<file path="config.mk">
export PLATFORM = sky130hd
export DESIGN_NAME = fetch_stage
export DESIGN_NICKNAME = d
export VERILOG_FILES = /design/src/rtl/fetch_stage.sv
export SDC_FILE = /design/constraint.sdc
export NUM_CORES = 2
export LEC_CHECK = 0
export CELL_PAD_IN_SITES_DETAIL_PLACEMENT = 1
export CELL_PAD_IN_SITES_GLOBAL_PLACEMENT = 2
export CORE_MARGIN = 3
export CORE_UTILIZATION = 40
export DETAILED_ROUTE_END_ITERATION = 6
export HOLD_SLACK_MARGIN = 0.15
export PLACE_DENSITY = 0.74
export SLEW_MARGIN = 25
export SYNTH_ARGS = -nofsm -noshare
export SYNTH_HDL_FRONTEND = slang
export SYNTH_SLANG_ARGS = --single-unit
</file>
<file path="constraint.sdc">
create_clock -name clk -period 15.7 [get_ports clk]
set_clock_uncertainty 0.2 [all_clocks]
set_input_delay 1.57 -clock clk [delete_from_list [all_inputs] [get_ports clk]]
set_output_delay 1.57 -clock clk [all_outputs]
set_load 0.02 [all_outputs]
</file>
<file path="src/rtl/fetch_stage.sv">
// fetch_stage: PC sequencer with 64x48 synchronous instruction memory; FETCH_PERF_CNT_EN builds the fetch/stall counters
module fetch_stage (
  input  logic        clk,
  input  logic        reset,
  input  logic        stall,
  input  logic        redirect_valid,
  input  logic [31:0] redirect_pc,
  input  logic        imem_we,
  input  logic [5:0]  imem_waddr,
  input  logic [47:0] imem_wdata,
  output logic [31:0] pc_out,
  output logic [47:0] instr_out,
  output logic        instr_valid,
  output logic        if_id_write,
  output logic        if_id_flush,
  output logic [31:0] fetch_count,
  output logic [31:0] stall_count
);
  typedef enum logic [1:0] {BOOT, RUN, BUBBLE} state_t;
  state_t      state;
  logic [31:0] pc_reg;
  logic [47:0] imem [64];
  logic        advance;
  assign advance     = ~stall | redirect_valid;
  assign instr_valid = state == RUN;
  assign if_id_write = advance;
  assign if_id_flush = redirect_valid | (~instr_valid & ~stall);
  // load port; contents survive reset and reads see the pre-write value
  always_ff @(posedge clk)
    if (imem_we) imem[imem_waddr] <= imem_wdata;
  // PC, FSM and registered fetch outputs; a redirect wins over stall and bubbles the bundle read on that edge
  always_ff @(posedge clk)
    if (reset) begin
      pc_reg    <= '0;
      state     <= BOOT;
      pc_out    <= '0;
      instr_out <= '0;
    end else if (advance) begin
      instr_out <= imem[pc_reg[5:0]];
      pc_out    <= pc_reg;
      pc_reg    <= redirect_valid ? redirect_pc : pc_reg + 32'd1;
      state     <= redirect_valid ? BUBBLE : RUN;
    end
`ifdef FETCH_PERF_CNT_EN
  // valid-bundle loads and stalled edges
  always_ff @(posedge clk)
    if (reset) begin
      fetch_count <= '0;
      stall_count <= '0;
    end else begin
      if (advance && !redirect_valid) fetch_count <= fetch_count + 32'd1;
      if (stall && !redirect_valid) stall_count <= stall_count + 32'd1;
    end
`else
  assign fetch_count = '0;
  assign stall_count = '0;
`endif
endmodule
</file>
After elaboration in Yosys (flattened, before gate mapping)
Memory sizes are Yosys's and may differ from the RTL's. A register that Yosys moved wholly into a read port is not among the register bits.
Cells that the tools add are included.
{"block": "classes", "n_addsub": 1, "n_mul": 0, "div": 0, "order_cmp": 0, "eq_ne": 1, "shifts": 0, "mux": 4, "n_bitwise": 5, "n_reduce_logical": 0}
{"cell": "32-bit by 1-bit adder with 32-bit output (second input constant)", "count": 1}
{"cell": "32-bit 2-to-1 mux", "count": 1}
{"cell": "2-bit by 1-bit equality test with 1-bit output (second input constant)", "count": 1}
{"cell": "1-bit 2-to-1 mux", "count": 2}
{"cell": "2-bit 2-to-1 mux", "count": 1}
{"cell": "1-bit NOT", "count": 2}
{"cell": "1-bit bitwise OR", "count": 2}
{"cell": "1-bit AND", "count": 1}
{"block": "totals", "reg_bits": 66, "latch_bits": 0, "mem_bits_rw": 3072, "romBits": 0, "inputBits": 91, "out_inout_bits": 147, "wordCells": 15, "mem_count": 1}
{"name": "imem", "depth": 64, "width": 48, "rd": 1, "rd_ports_with_merged_regs": 1, "write_ports": 1, "line_no": "22", "source": "logic [47:0] imem [64];"}

Longest topological paths before layout
{"block": "logic_depth", "word_depth": 4, "ltp_mapped": 12, "ltp_nobuf": 6}

Worst setup path after synthesis
Ideal clock, no wire load.
{"block": "synth_timing", "path_kind": "input-to-reg", "start": "input imem_waddr[3]", "end": "memory imem[48][0] (enable)", "setup_time_ps": 513, "t_arrival_ps": 5368, "t_required_ps": 14987, "slack_ps": 9620, "path_stages": 4, "n_path_buf": 1, "cell_sequence": "clkbuf_1 > nor2b_1 > nand4b_1 > nor3_1"}
{"element": "from (decl)", "line_no": "9", "source": "input logic [5:0] imem_waddr,"}
{"element": "to (decl)", "line_no": "22"}
Straight into the memory's write port.

Worst setup path in the final report
{"block": "layout_timing", "start": "input redirect_valid", "end": "output if_id_flush"}
{"block": "layout_between", "elab_chain_len": 1}
{"element": "from (decl)", "line_no": "6", "source": "input logic redirect_valid,"}
{"element": "1-bit bitwise OR", "line_no": "27", "source": "assign if_id_flush = redirect_valid | (~instr_valid & ~stall);"}
{"element": "to (decl)", "line_no": "15", "source": "output logic if_id_flush,"}
Every way passes these cells.

==> results.cfg <==
[cells_and_area]
finalNonFillerCells = 10695
largest_reg_flops = 3072
fin_util = 0.457
fin_nets = 6423
top_regs = imem (3072), instr_out (48)
largest-register = imem
areaGrowthSynthToFinish_pct = 13.7
drive_gt1_frac = 0.237

[route]
firstDrtPassIters = 6
vias = 63019
wl_per_cell_um = 33.1
drt_iter0_markers = 8237
drtAntennaViolNets = 0
drc = 0
totalWireLength_um = 354000
vias_per_cell = 5.89

[min_path]
hold_start = pc_out[6]
worst_hold_path.endpoint = pc_out[6]
whs_path_depth = 2
holdCritPathClass = reg -> reg

[synth]
synth_area_mm2 = 0.123
synth_top_area_frac = 0.749
synth-main-ff-cell = edfxtp_1
synth.avg_cell_area_um2 = 20.5
synth_area_leaders = edfxtp_1, mux4_2, mux2i_1
synth_edf_count = 3072
ys_seq_elements = 3186
ys_seq_area_frac = 0.767
ys_warn_count = 0
synth.largest_area_cell = edfxtp_1
synth_cells = 6001
synth_cell_types = 73
synthArstFlopShare = 0

[setup_path]
reg2reg_from = pc_reg[0]
r2r_cells = 8
r2r_slack_ns = 10.10
timing.rr.end = instr_out[18]
cp_max_fo = 54
critical_path_class = in -> out
worst_setup_path_start_kind = input pin
worstSetupEndpointType = primary output
critPathArrivalTime_ns = 3.88
cp_data_required_time_ns = 13.93

[global_route]
grt-ovfl-total = 0
grt_antenna_before_repair = 19
grt_max_degree = 107
grt_pass1_vias = 65159
grt.total_usage = 0.221
grt_pass1_wl_um = 499000

[status]
status = finished clean

[placement]
hpwlAfterDp_um = 200000
dp.cells = 10100
gp_congestion = 0.784
port-buffer-count = 173

[floorplan]
die_w_um = 561
rows = 203
start_util = 0.402
ios = 238
coreArea_mm2 = 0.306
die-area_mm2 = 0.315
fp.dieH_um = 561

[timing]
rsz0062_at_grt = no
fmax_ghz = 0.177
setup_violations = 0
final_max_slew_viol_count = 0
worst_pin_slew_ns = 1.08
finalCritPeriodShare = 0.360
relSlewSlack = 0.281
hold_violations = 0
period_needed_ns = 5.65
tns_ns = 0

[pwr]
powerDensity_mw_per_mm2 = 129
power_leakage_nw = 42.5
ir_drop_v = 0.0000987

[clock_tree]
clk_pin_slew_ns = 0.06
cts_root_buf = clkbuf_16
numCtsBuffers = 325
cts_hold_repair.buffers = 0
cts_max_level = 5
cts_tree = yes
cts.sinks = 3186
clockBufferDepth = 4
cts_resized = 0
post-cts-setup-buffers = 0
clock_latency_ns = 0.88

[run]
drv_cap = 0
[area by class of cell]
type	instances	area, µm²
inverter	11	46.3
tap	4100	5130
fill	28277	166000
multi-input combinational	2448	27000
antenna	9	22.5
clock inverter	155	1420
timing repair buffer	359	3230
clock buffer	427	8770
sequential	3186	94600
[metrics by stage]
stage	hold slack (ns)	power (mW)	worst slack (ns)	instance area (µm²)
2_1_floorplan	0.241	10.3	9.62	123000
3_3_place_gp	0.241	10.7	10.0	130000
3_5_place_dp	0.249	10.7	9.98	130000
4_1_cts	0.247	18.2	9.95	140000
5_1_grt	0.271	18.6	9.62	140000
6_report	0.253	18.1	10.05	140000
[power breakdown]
group          switching [mW]  internal (mW)
combinational           0.692          0.401
sequential             0.0672           9.40
clock                    3.22           4.34
[kinds of logic (layout without fill, tap and decap cells)]
family                     after synthesis  count (layout)  share of synthesized area
other                                    1              73                  0.0000304
and+or+nand+nor                        603             603                     0.0234
DFF                                   3186            3186                      0.767
adders and majority gates                1               1                   0.000102
muxes                                 1111            1111                      0.150
AOI/OAI and AO/OA                      640             640                     0.0365
buffers and inverters                  430             952                     0.0205
xor gates and xnor gates                29              29                    0.00206
[worst max-delay path, cell delays in order]
cell             delay [ns]
clkdlybuf4s50_1        0.67
inv_2                  0.82
o21ai_0                0.20
clkdlybuf4s50_1        0.60
[worst max-delay path by stage]
stage	start	end	slack, ns	cells after the start
floorplan	imem_waddr[3]	imem[48][0]	9.62	4
global placement	pc_reg[0]	instr_out[13]	10.0	8
detailed placement	pc_reg[0]	instr_out[13]	9.98	8
CTS	pc_reg[0]	instr_out[18]	9.95	8
global route	pc_reg[0]	instr_out[18]	9.62	8
finish	redirect_valid	if_id_flush	10.05	4
[per-layer routing]
| layer | part of all wire | track usage | wire length (µm) |
|---|---|---|---|
| met5 | 0.00012 | 0 | 41 |
| met4 | 0.031 | 0.0624 | 10900 |
| met3 | 0.086 | 0.0405 | 30300 |
| met2 | 0.47 | 0.351 | 168000 |
| met1 | 0.41 | 0.312 | 145000 |
[synth_stat cells, types with 14 or more instances]
| cell type | count |
|---|---|
| edfxtp_1 | 3072 |
| mux4_2 | 573 |
| mux2i_1 | 340 |
| mux2_2 | 198 |
| nor2_1 | 197 |
| nand2_1 | 171 |
| buf_4 | 133 |
| clkbuf_1 | 129 |
| buf_2 | 114 |
| dfxtp_1 | 114 |
| a211oi_1 | 113 |
| a22oi_1 | 91 |
| a21oi_1 | 84 |
| o21ai_0 | 79 |
| nor2b_1 | 67 |
| o22ai_1 | 56 |
| a221oi_1 | 42 |
| nor3_1 | 36 |
| a31oi_1 | 33 |
| o221ai_1 | 27 |
| nand3_1 | 25 |
| xnor2_1 | 25 |
| a311oi_1 | 19 |
| and3_1 | 19 |
| buf_6 | 19 |
| a22o_1 | 16 |
| nand3b_1 | 16 |
| o2111ai_1 | 16 |
| o41ai_1 | 15 |
| nand2b_1 | 14 |
| nor4_1 | 14 |
| o211ai_1 | 14 |
[placed cells by master (no fill, tap or decap), types with 14 or more instances in the layout]
| cell type | Yosys | routed |
|---|---|---|
| a311oi_1 | 19 | 19 |
| nor4_1 | 14 | 14 |
| clkbuf_1 | 129 | 84 |
| dfxtp_1 | 114 | 108 |
| o2111ai_1 | 16 | 16 |
| nor2_4 | 0 | 64 |
| o221ai_1 | 27 | 27 |
| a31oi_1 | 33 | 33 |
| a21oi_1 | 84 | 84 |
| a22o_1 | 16 | 16 |
| clkbuf_16 | 0 | 332 |
| nand3_1 | 25 | 25 |
| xnor2_1 | 25 | 25 |
| clkinv_1 | 1 | 49 |
| mux2_2 | 198 | 198 |
| clkdlybuf4s50_1 | 0 | 124 |
| nor2_1 | 197 | 131 |
| o22ai_1 | 56 | 56 |
| nor2b_1 | 67 | 59 |
| o211ai_1 | 14 | 14 |
| nand3b_1 | 16 | 16 |
| a22oi_1 | 91 | 91 |
| bufinv_16 | 0 | 24 |
| clkinv_2 | 0 | 57 |
| a221oi_1 | 42 | 42 |
| a211oi_1 | 113 | 113 |
| edfxtp_1 | 3072 | 3072 |
| o21ai_0 | 79 | 76 |
| o41ai_1 | 15 | 15 |
| conb_1 | 1 | 64 |
| buf_4 | 133 | 206 |
| and3_1 | 19 | 18 |
| mux2i_1 | 340 | 340 |
| mux4_2 | 573 | 573 |
| nand2_1 | 171 | 170 |
| nor3_1 | 36 | 34 |
(Power assumes the default switching activity.)
